$ cat config.mk
export PLATFORM = sky130hd
export DESIGN_NAME = updown_counter_prog
export DESIGN_NICKNAME = d
export VERILOG_FILES = /design/src/rtl/updown_counter_prog.sv
export SDC_FILE = /design/constraint.sdc
export NUM_CORES = 1
export LEC_CHECK = 0
export ABC_AREA = 1
export CORE_ASPECT_RATIO = 0.7
export CORE_MARGIN = 2
export CORE_UTILIZATION = 50
export DETAILED_ROUTE_END_ITERATION = 10
export GPL_TIMING_DRIVEN = 1
export PLACE_DENSITY = 0.73
export SKIP_LAST_GASP = 1
export SYNTH_ARGS = -nofsm -noshare
export SYNTH_HDL_FRONTEND = slang
export SYNTH_SLANG_ARGS = --single-unit
$ cat constraint.sdc
create_clock -name clk -period 3.5 [get_ports clk]
set_input_delay 0.7 -clock clk [delete_from_list [all_inputs] [get_ports clk]]
set_output_delay 0.7 -clock clk [all_outputs]
set_load 0.03 [all_outputs]
$ cat src/rtl/updown_counter_prog.sv
// updown_counter_prog: programmable-range up/down counter with variable step, load, tc and err pulses.
// Saturating mode (port sat) is compiled in only when UDC_SAT_EN is defined.
module updown_counter_prog #(
    parameter int WIDTH  = 8,
    parameter int STEP_W = 4
) (
    input  logic              clk,
    input  logic              rst,
    input  logic              en,
    input  logic              ld,
    input  logic [WIDTH-1:0]  d,
    input  logic              u_d,
    input  logic [STEP_W-1:0] step,
    input  logic [WIDTH-1:0]  lo,
    input  logic [WIDTH-1:0]  hi,
`ifdef UDC_SAT_EN
    input  logic              sat,
`endif
    output logic [WIDTH-1:0]  q,
    output logic              tc,
    output logic              err
);
    logic [WIDTH-1:0] r_q;
    logic             r_tc;
    logic             r_err;
    logic [WIDTH-1:0] w_step;
    logic [WIDTH:0]   w_up_room;
    logic [WIDTH:0]   w_dn_room;
    logic             w_fit_up;
    logic             w_fit_dn;
    logic [WIDTH-1:0] w_sum;
    logic [WIDTH-1:0] w_dif;
    logic [WIDTH-1:0] w_wrap_up;
    logic [WIDTH-1:0] w_wrap_dn;
    logic             w_cfg_bad;
    logic             w_d_ok;
    logic             w_q_ok;
    logic [WIDTH-1:0] w_q_nxt;
    logic             w_tc_nxt;
    logic             w_err_nxt;

    assign w_step    = WIDTH'(step);
    assign w_cfg_bad = lo > hi;
    assign w_d_ok    = (d >= lo) && (d <= hi);
    assign w_q_ok    = (r_q >= lo) && (r_q <= hi);
    // Headroom is only meaningful while q is in range, which is checked first.
    assign w_up_room = {1'b0, hi} - {1'b0, r_q};
    assign w_dn_room = {1'b0, r_q} - {1'b0, lo};
    assign w_fit_up  = w_up_room >= {1'b0, w_step};
    assign w_fit_dn  = w_dn_room >= {1'b0, w_step};
    assign w_sum     = r_q + w_step;
    assign w_dif     = r_q - w_step;

`ifdef UDC_SAT_EN
    assign w_wrap_up = sat ? hi : lo;
    assign w_wrap_dn = sat ? lo : hi;
`else
    assign w_wrap_up = lo;
    assign w_wrap_dn = hi;
`endif

    always_comb begin
        w_q_nxt   = r_q;
        w_tc_nxt  = 1'b0;
        w_err_nxt = 1'b0;
        if (w_cfg_bad) begin
            w_err_nxt = ld | en;
        end else if (ld) begin
            w_q_nxt   = w_d_ok ? d : lo;
            w_err_nxt = !w_d_ok;
        end else if (en) begin
            if (!w_q_ok) begin
                w_q_nxt   = u_d ? lo : hi;
                w_err_nxt = 1'b1;
            end else if (w_step != '0) begin
                if (u_d) begin
                    w_q_nxt  = w_fit_up ? w_sum : w_wrap_up;
                    w_tc_nxt = !w_fit_up || (w_sum == hi);
                end else begin
                    w_q_nxt  = w_fit_dn ? w_dif : w_wrap_dn;
                    w_tc_nxt = !w_fit_dn || (w_dif == lo);
                end
            end
        end
    end

    always_ff @(posedge clk) begin
        if (rst) begin
            r_q   <= '0;
            r_tc  <= 1'b0;
            r_err <= 1'b0;
        end else begin
            r_q   <= w_q_nxt;
            r_tc  <= w_tc_nxt;
            r_err <= w_err_nxt;
        end
    end

    assign q   = r_q;
    assign tc  = r_tc;
    assign err = r_err;
endmodule

# After elaboration in Yosys (flattened, before gate mapping)
# Cells that the tools add are included.
[totals] ff_bits=10 word_cells=47
[classes] add_sub_neg=4 magnitude_cmp=7 n_eq_ne=3 n_mux=14 n_bitwise=5 reduce_logical=11
[op_table] op="$mux W8" count=9
[op_table] op="$ge A9 B4 Y1" count=2
[op_table] op="$sub A8 B8 Y9" count=2
[op_table] op="$eq A8 B8 Y1" count=2
[op_table] op="$ge A8 B8 Y1" count=2
[op_table] op="$le A8 B8 Y1" count=2
[op_table] op="$add A8 B4 Y8" count=1
[op_table] op="$gt A8 B8 Y1" count=1
[op_table] op="$reduce_bool A8 Y1" count=1
[op_table] op="$sub A8 B4 Y8" count=1
[op_table] op="$reduce_or A6 Y1" count=1
[op_table] op="$mux W1" count=5
[op_table] op="$not A1 Y1" count=4
[op_table] op="$logic_not A1 Y1" count=3
[op_table] op="$ne A3 B2 Y1 const B" count=1
[op_table] op="$reduce_and A3 Y1" count=1
[op_table] op="$logic_and A1 B1 Y1" count=2
[op_table] op="$logic_or A1 B1 Y1" count=2
[op_table] op="$reduce_bool A2 Y1" count=1
[op_table] op="$or A1 B1 Y1" count=1

# Depth between registers and ports, before layout
# Gate-level depths: netlist of run 1.
[depth] depth_word=8 ltp_mapped=22 depth_no_buf=22

# Least setup slack after synthesis of run 1
# No wires, ideal clock.
[synth_timing] path_kind="input to register" start="in hi[0]" end="reg r_q[7], in the netlist q[7]" setup_time_ps=109 arrival_time_ps=2782 t_required_ps=3391 setup_slack_ps=609 path_stages=20 n_path_buf=0 path_cell_list="inv_1 ha_1 inv_1 fa_1 xor2_1 ha_1 nand2_1 nand2_1 o21ai_0 nand3_1 nor2_1 nand2_1 nor2_1 nand3_1 nand3_1 nand3_1 nand2_1 nand3_1 nand2_1 inv_1"
[synth_between] elab_chain_len=8
[synth_lines] element="from (decl)" line_no="15" rtl="input logic [WIDTH-1:0] hi,"
[synth_lines] element="$sub A8 B8 Y9" line_no="47" rtl="assign w_up_room = {1'b0, hi} - {1'b0, r_q};"
[synth_lines] element="$ge A9 B4 Y1" line_no="49" rtl="assign w_fit_up = w_up_room >= {1'b0, w_step};"
[synth_lines] element="$mux W8" line_no="77" rtl="w_q_nxt = w_fit_up ? w_sum : w_wrap_up;"
[synth_lines] element="$mux W8" line_no="76" rtl="if (u_d) begin"
[synth_lines] element="$mux W8" line_no="75" rtl="end else if (w_step != '0) begin"
[synth_lines] element="$mux W8" line_no="72" rtl="if (!w_q_ok) begin"
[synth_lines] element="$mux W8" line_no="71" rtl="end else if (en) begin"
[synth_lines] element="$mux W8" line_no="68" rtl="end else if (ld) begin"
[synth_lines] element="to (signal assigned)" line_no="93" rtl="r_q <= w_q_nxt;"
[synth_lines] element="to (decl)" line_no="23" rtl="logic [WIDTH-1:0] r_q;"
# Several ways; a longest one is shown, not always the timed one. The select of a mux whose other input is x is not followed.
# A chain may end at the register's enable or synchronous reset.

# Worst setup path after layout of run 1
[layout_timing] start="in lo[2]" end="reg r_q[0], in the netlist q[0]"
[layout_between] elab_chain_len=8
[layout_lines] element="from (decl)" line_no="14" rtl="input logic [WIDTH-1:0] lo,"
[layout_lines] element="$sub A8 B8 Y9" line_no="48" rtl="assign w_dn_room = {1'b0, r_q} - {1'b0, lo};"
[layout_lines] element="$ge A9 B4 Y1" line_no="50" rtl="assign w_fit_dn = w_dn_room >= {1'b0, w_step};"
[layout_lines] element="$mux W8" line_no="80" rtl="w_q_nxt = w_fit_dn ? w_dif : w_wrap_dn;"
[layout_lines] element="$mux W8" line_no="76"
[layout_lines] element="$mux W8" line_no="75"
[layout_lines] element="$mux W8" line_no="72"
[layout_lines] element="$mux W8" line_no="71"
[layout_lines] element="$mux W8" line_no="68"
# Several ways; a longest one is shown, not always the timed one. The select of a mux whose other input is x is not followed.

==> flow_summary.ini, run 1 <==
[cells_and_area]
fin_area_um2 = 4310
drive_gt1_frac = 0.132
final_nets = 748
area_delta_synth_final_pct = 24.2
fin_cells = 745
antenna_cells = 0
final_util = 0.641
nFillCells = 668

[setup_path]
slowest_stage = clkdlybuf4s50_1
r2r_cells = 18
crit_arrival_ns = 3.52
path_max_fanout = 4
cp_common_cell = nand2_1
r2r_start = q[0]
startpoint = lo[2]
worstPathCellList = clkdlybuf4s50_1 > inv_2 > ha_4 > nand2_1 > o21ai_2 > xor2_1 > ha_1 > nand2_1 > o21bai_1 > a21oi_2 > nand3_2 > buf_6 > nor2_4 > nand4_1 > nand3_1 > nand3_1 > nand2_1 > nand3_1 > nand2_1 > inv_1
cp-start-kind = input port
cp_data_required_time_ns = 3.65
cp_slowest_stage_delay_ns = 0.49
r2r_slack_ns = 0.43
r2r-end = q[0]
critPathKind = in -> reg
cp-endpoint = q[0]
cp-end-kind = register

[synthesis]
syn_area_per_cell_um2 = 5.97
seq_area_frac_synth = 0.0577
synth_top_cell_by_area = ha_1
syn_nets = 676
yosys_register_bits = 10
async_reset_ff_frac = 0
synth.area.top_cells = ha_1 21%, nand2_1 19%, inv_1 9.9%
ys.flop_type = dfxtp_1
syn_area_um2 = 3470
synth_top_area_frac = 0.209
syn_inst = 581
synth-warning-count = 0
synth_edf_count = 0
ys_types = 45

[clock_network]
cts_hold_buf = 0
tritoncts = built
numClockSinks = 10
numCtsBuffers = 3
clockRootBuffer = clkbuf_8
clock_latency_ns = 0.24
path_clk_slew_ns = 0.05
ctsHtreeMaxLevel = 1
cts_buffer_depth = 2

[global_routing]
grt_max_degree = 17
grt_pass1_wl_um = 18300
antenna_found_initial = 0
grtUsageTotal = 0.300
grt_remaining_overflow = 0
grt_pass1_vias = 3664

[placed_design]
dp_hpwl_um = 9500
dp.cells = 737
placed_cell_area_um2 = 4180
port_buffers = 42
place_congestion = 0.956

[route]
vias_per_cell = 5.56
wl_um = 11600
vias = 4142
drtIter0Drc = 494
drt_pass1_iterations = 5
antenna_left = 0
drc = 0
wire_per_inst_um = 15.5

[timing]
fin_crit_sh = 0.963
min_period_ns = 3.37
fmax_ghz = 0.297
clock_skew_ns = 0.00546
slew_viol_final = 0
slew_headroom = 0.496
worstMarginPinSlew_ns = 0.747
finalSetupViolations = 0
holdWs_ns = 0.655
finalHoldViolations = 0

[run_status]
status = finished, final reports clean

[pwr]
seqPwrFrac = 0.106
switching_power_w = 0.000765
leakage_nw = 2.37
p_comb_frac = 0.804
p_int_w = 0.000632
irDropWorstVdd_v = 0.000171
p_per_area_nw_per_um2 = 324
p_sw_frac = 0.548
clkPwrFrac = 0.091

[die]
num_rows = 25
pin_count = 43
core_um2 = 6730
initial_core_util = 0.516
die_w_um = 104
dieArea_um2 = 7630
dieHeight_um = 73.7

[hold_path]
hold_class = reg -> reg
hold_depth = 4

[flow_run]
maxCapViolCount = 0
## routing by layer
layer | vias to the layer above | track usage | routed length, um
li1 | 2044 | - | -
met1 | 1857 | 0.426 | 5290
met2 | 222 | 0.477 | 4800
met3 | 19 | 0.0639 | 1330
met4 | 0 | 0.0511 | 145
met5 | - | 0 | 0
## Yosys cell counts, types with 3 or more instances
| cell | n |
|---|---|
| nand4_1 | 15 |
| nand2_1 | 177 |
| inv_2 | 7 |
| ha_1 | 58 |
| xor2_1 | 15 |
| a31oi_1 | 7 |
| o211ai_1 | 3 |
| nand3_4 | 3 |
| a21oi_2 | 5 |
| nand2_4 | 3 |
| o21ai_0 | 6 |
| inv_1 | 92 |
| xnor2_1 | 4 |
| nor2_1 | 26 |
| a21oi_1 | 35 |
| nand2_2 | 9 |
| dfxtp_1 | 10 |
| fa_1 | 4 |
| clkbuf_1 | 3 |
| nand3_2 | 3 |
| nand3_1 | 68 |
## sequential cells by signal, indices dropped and copies added (netlist names)
| signal | flops |
|---|---|
| err | 1 |
| tc | 1 |
| q | 8 |
## worst min path at each step
stage | endpoint | slack (ns) | start
2_1_floorplan | q[2] | 0.72 | q[2]
3_5_place_dp | q[5] | 0.64 | q[5]
4_1_cts | q[5] | 0.65 | q[5]
6_report | q[5] | 0.65 | q[5]
5_1_grt | q[5] | 0.69 | q[5]
3_3_place_gp | q[5] | 0.62 | q[5]
## worst max-delay path: cells and delay by family
kind | cells | cell delay [ns]
simple gates | 10 | 0.96
compound gates | 3 | 0.36
buf+inv | 4 | 0.76
fa+ha+maj | 2 | 0.55
xor+xnor | 1 | 0.18
## timing repair
item                                   in CTS  in global routing
setup buffers                               0                  3
endpoints found under the hold margin       0                  0
gates resized for setup                     0                 13
setup endpoints to repair                   0                  8
## logic make-up (layout without fill, tap and decap cells)
logic type | Yosys count | after routing | share of synthesized area
AO/OA/AOI/OAI | 65 | 65 | 0.111
XOR/XNOR | 19 | 19 | 0.0479
adder cells (fa/ha/maj) | 62 | 62 | 0.232
buffers and inverters | 108 | 176 | 0.121
flip-flops | 10 | 10 | 0.0577
AND/OR/NAND/NOR | 317 | 319 | 0.429
## area by class of cell
cell class | count | area (um^2) | area share
tap | 94 | 118 | 0.0273
multi-input combinational | 465 | 2910 | 0.676
clock buffer | 3 | 41.3 | 0.00958
sequential | 10 | 200 | 0.0464
inverter | 100 | 378 | 0.0876
timing repair buffer | 73 | 662 | 0.154
## layout by cell type, fill, tap and decap left out, drive strengths merged, types with 4 or more instances in the layout
master / count
nand2: 189
inv: 100
nand3: 75
ha: 58
clkdlybuf4s50: 40
a21oi: 40
buf: 31
nor2: 31
nand4: 16
xor2: 15
dfxtp: 10
a31oi: 7
o21ai: 7
xnor2: 4
fa: 4
## power by group through the flow
stage	logic, W	clock network [W]	registers (W)
after global routing	0.00124	0.000134	0.000149
after global placement	0.00103	0	0.000148
after detailed placement	0.00105	0	0.000149
final	0.00112	0.000126	0.000148
after CTS	0.00106	0.000125	0.000147
after floorplan	0.000723	0	0.000174
## through the flow
step / power (W) / TNS [ns] / setup WS, ns
after floorplan: 0.000896 / 0 / 0.609
after global placement: 0.00118 / -0.425 / -0.0773
after detailed placement: 0.00120 / -0.577 / -0.113
after CTS: 0.00133 / 0 / 0.135
after global routing: 0.00152 / -0.108 / -0.0469
final: 0.00140 / 0 / 0.129
(Power assumes the default switching activity.)
==> inputs of run 2 (changes only) <==
CORE_ASPECT_RATIO = 0.8   (was 0.7)
==> flow_summary.ini, run 2 (same netlist as run 1, synthesis figures left out) <==
[run_status]
status = finished, final reports clean

[cells_and_area]
final_nets = 753
largest_register_ffs = 8
drive_gt1_frac = 0.145
fin_area_um2 = 4360
final_common_cell = nand2_1
area_delta_synth_final_pct = 25.7
antenna_cells = 0
final_cell_mix = 175 x nand2_1, 90 x inv_1, 68 x nand3_1

[timing]
finalHoldViolations = 0
fin_crit_sh = 0.930
clock_skew_ns = 0.00641
slew_headroom = 0.519
min_period_ns = 3.26
worstMarginPinSlew_ns = 0.713
finalSetupViolations = 0
rsz0062_at_grt = false
fin_ws_ns = 0.244
slew_viol_final = 0
fmax_ghz = 0.307
holdWs_ns = 0.630
finalSetupTns_ns = 0

[global_routing]
grt_pass1_wl_um = 18900
grt_max_degree = 17
grt_remaining_overflow = 0
antenna_found_initial = 0
grtUsageTotal = 0.302
grt_pass1_vias = 3866

[setup_path]
r2r_slack_ns = 0.41
cp-end-kind = register
cp-start-kind = input port
critPathKind = in -> reg
r2r-end = q[2]
path_max_fanout = 4
cp_data_required_time_ns = 3.65
r2r_start = q[0]
crit_arrival_ns = 3.40
r2r_cells = 18

[clock_network]
tritoncts = built
numCtsBuffers = 3
cts_buffer_depth = 2
clockRootBuffer = clkbuf_8
path_clk_slew_ns = 0.05
ctsHtreeMaxLevel = 1
clock_latency_ns = 0.24
numClockSinks = 10
cts_hold_buf = 0

[die]
pin_count = 43
dieArea_um2 = 7630
dieHeight_um = 78.5
core_um2 = 6790
initial_core_util = 0.511
num_rows = 27
die_w_um = 97.2

[pwr]
total_power_w = 0.00143
p_per_area_nw_per_um2 = 327
leakage_nw = 2.41
irDropWorstVdd_v = 0.000172

[route]
vias_per_cell = 5.62
drt_pass1_iterations = 6
antenna_left = 0
drc = 0
wl_um = 11500
vias = 4174
wire_per_inst_um = 15.5
drtIter0Drc = 297

[placed_design]
port_buffers = 42
dp_hpwl_um = 9420
dpl_worst_slack_ns = -0.228
place_congestion = 0.951
placed_cell_area_um2 = 4200

[hold_path]
hold_class = reg -> reg
hp-start = q[5]
whs_endpoint = q[5]
hold_depth = 4

[flow_run]
maxCapViolCount = 0
-- run 2: changes by cell type in the layout (fill, tap and decap cells not counted), sizes merged --
| cell | previous run | this run |
|---|---|---|
| buf | 31 | 36 |
| clkdlybuf4s50 | 40 | 38 |
| dlymetal6s2s | 2 | 4 |
-- run 2: metal layers --
metal,up-vias,global-route usage,part of all wire
met5,-,0,0
met4,0,0.0549,0.013
met3,14,0.0508,0.081
met2,179,0.490,0.43
met1,1933,0.424,0.47
li1,2048,-,-
-- run 2: per-stage QoR --
step / util / std cells
final: 0.643 / 743
after global routing: 0.643 / 743
after CTS: 0.625 / 738
after detailed placement: 0.619 / 735
after global placement: 0.619 / 735
after floorplan: - / 581
-- run 2: what timing repair did --
action                                  in CTS  in global routing
resized for setup                            0                 18
endpoints found under the setup margin       0                  9
endpoints found under the hold margin        0                  0
setup buffers                                0                  3
-- run 2: cell type report --
| type | instances | area (um^2) |
|---|---|---|
| sequential | 10 | 200 |
| inverter | 100 | 378 |
| fill | 657 | 2430 |
| multi-input combinational | 465 | 2940 |
| timing repair buffer | 78 | 701 |
| clock buffer | 3 | 41.3 |
| tap | 87 | 109 |
-- run 2: worst max-delay path by stage --
stage / start / to / depth (start not counted)
finish: lo[3] / q[2] / 17
global route: lo[3] / q[4] / 18
CTS: lo[2] / q[7] / 20
detailed placement: lo[2] / q[7] / 20
global placement: lo[0] / q[2] / 18
floorplan: hi[0] / q[7] / 20
-- run 2: where the power goes --
group | internal (W) | switching [W]
Sequential | 0.000128 | 0.0000193
Clock | 0.0000758 | 0.0000505
Combinational | 0.000451 | 0.000702
Total | 0.000655 | 0.000772
-- run 2: critical path, stage by stage --
cell,delay (ns)
clkdlybuf4s50_1,0.49
inv_1,0.09
ha_1,0.33
xor2_1,0.17
ha_1,0.33
buf_4,0.14
a21oi_2,0.14
nand3_2,0.15
buf_4,0.18
nor2_4,0.15
nand4_1,0.09
nand3_1,0.10
nand3_1,0.09
nand2_1,0.06
nand3_1,0.08
nand2_1,0.07
inv_1,0.03
==> inputs of run 3 (changes only) <==
CTS_CLUSTER_SIZE = 40   (was not set)
SETUP_SLACK_MARGIN = 0.05   (was not set)
SKIP_CTS_REPAIR_TIMING = 1   (was not set)
==> results of run 3 <==
No change in the layout: final DEF, timing and power equal those of run 2.
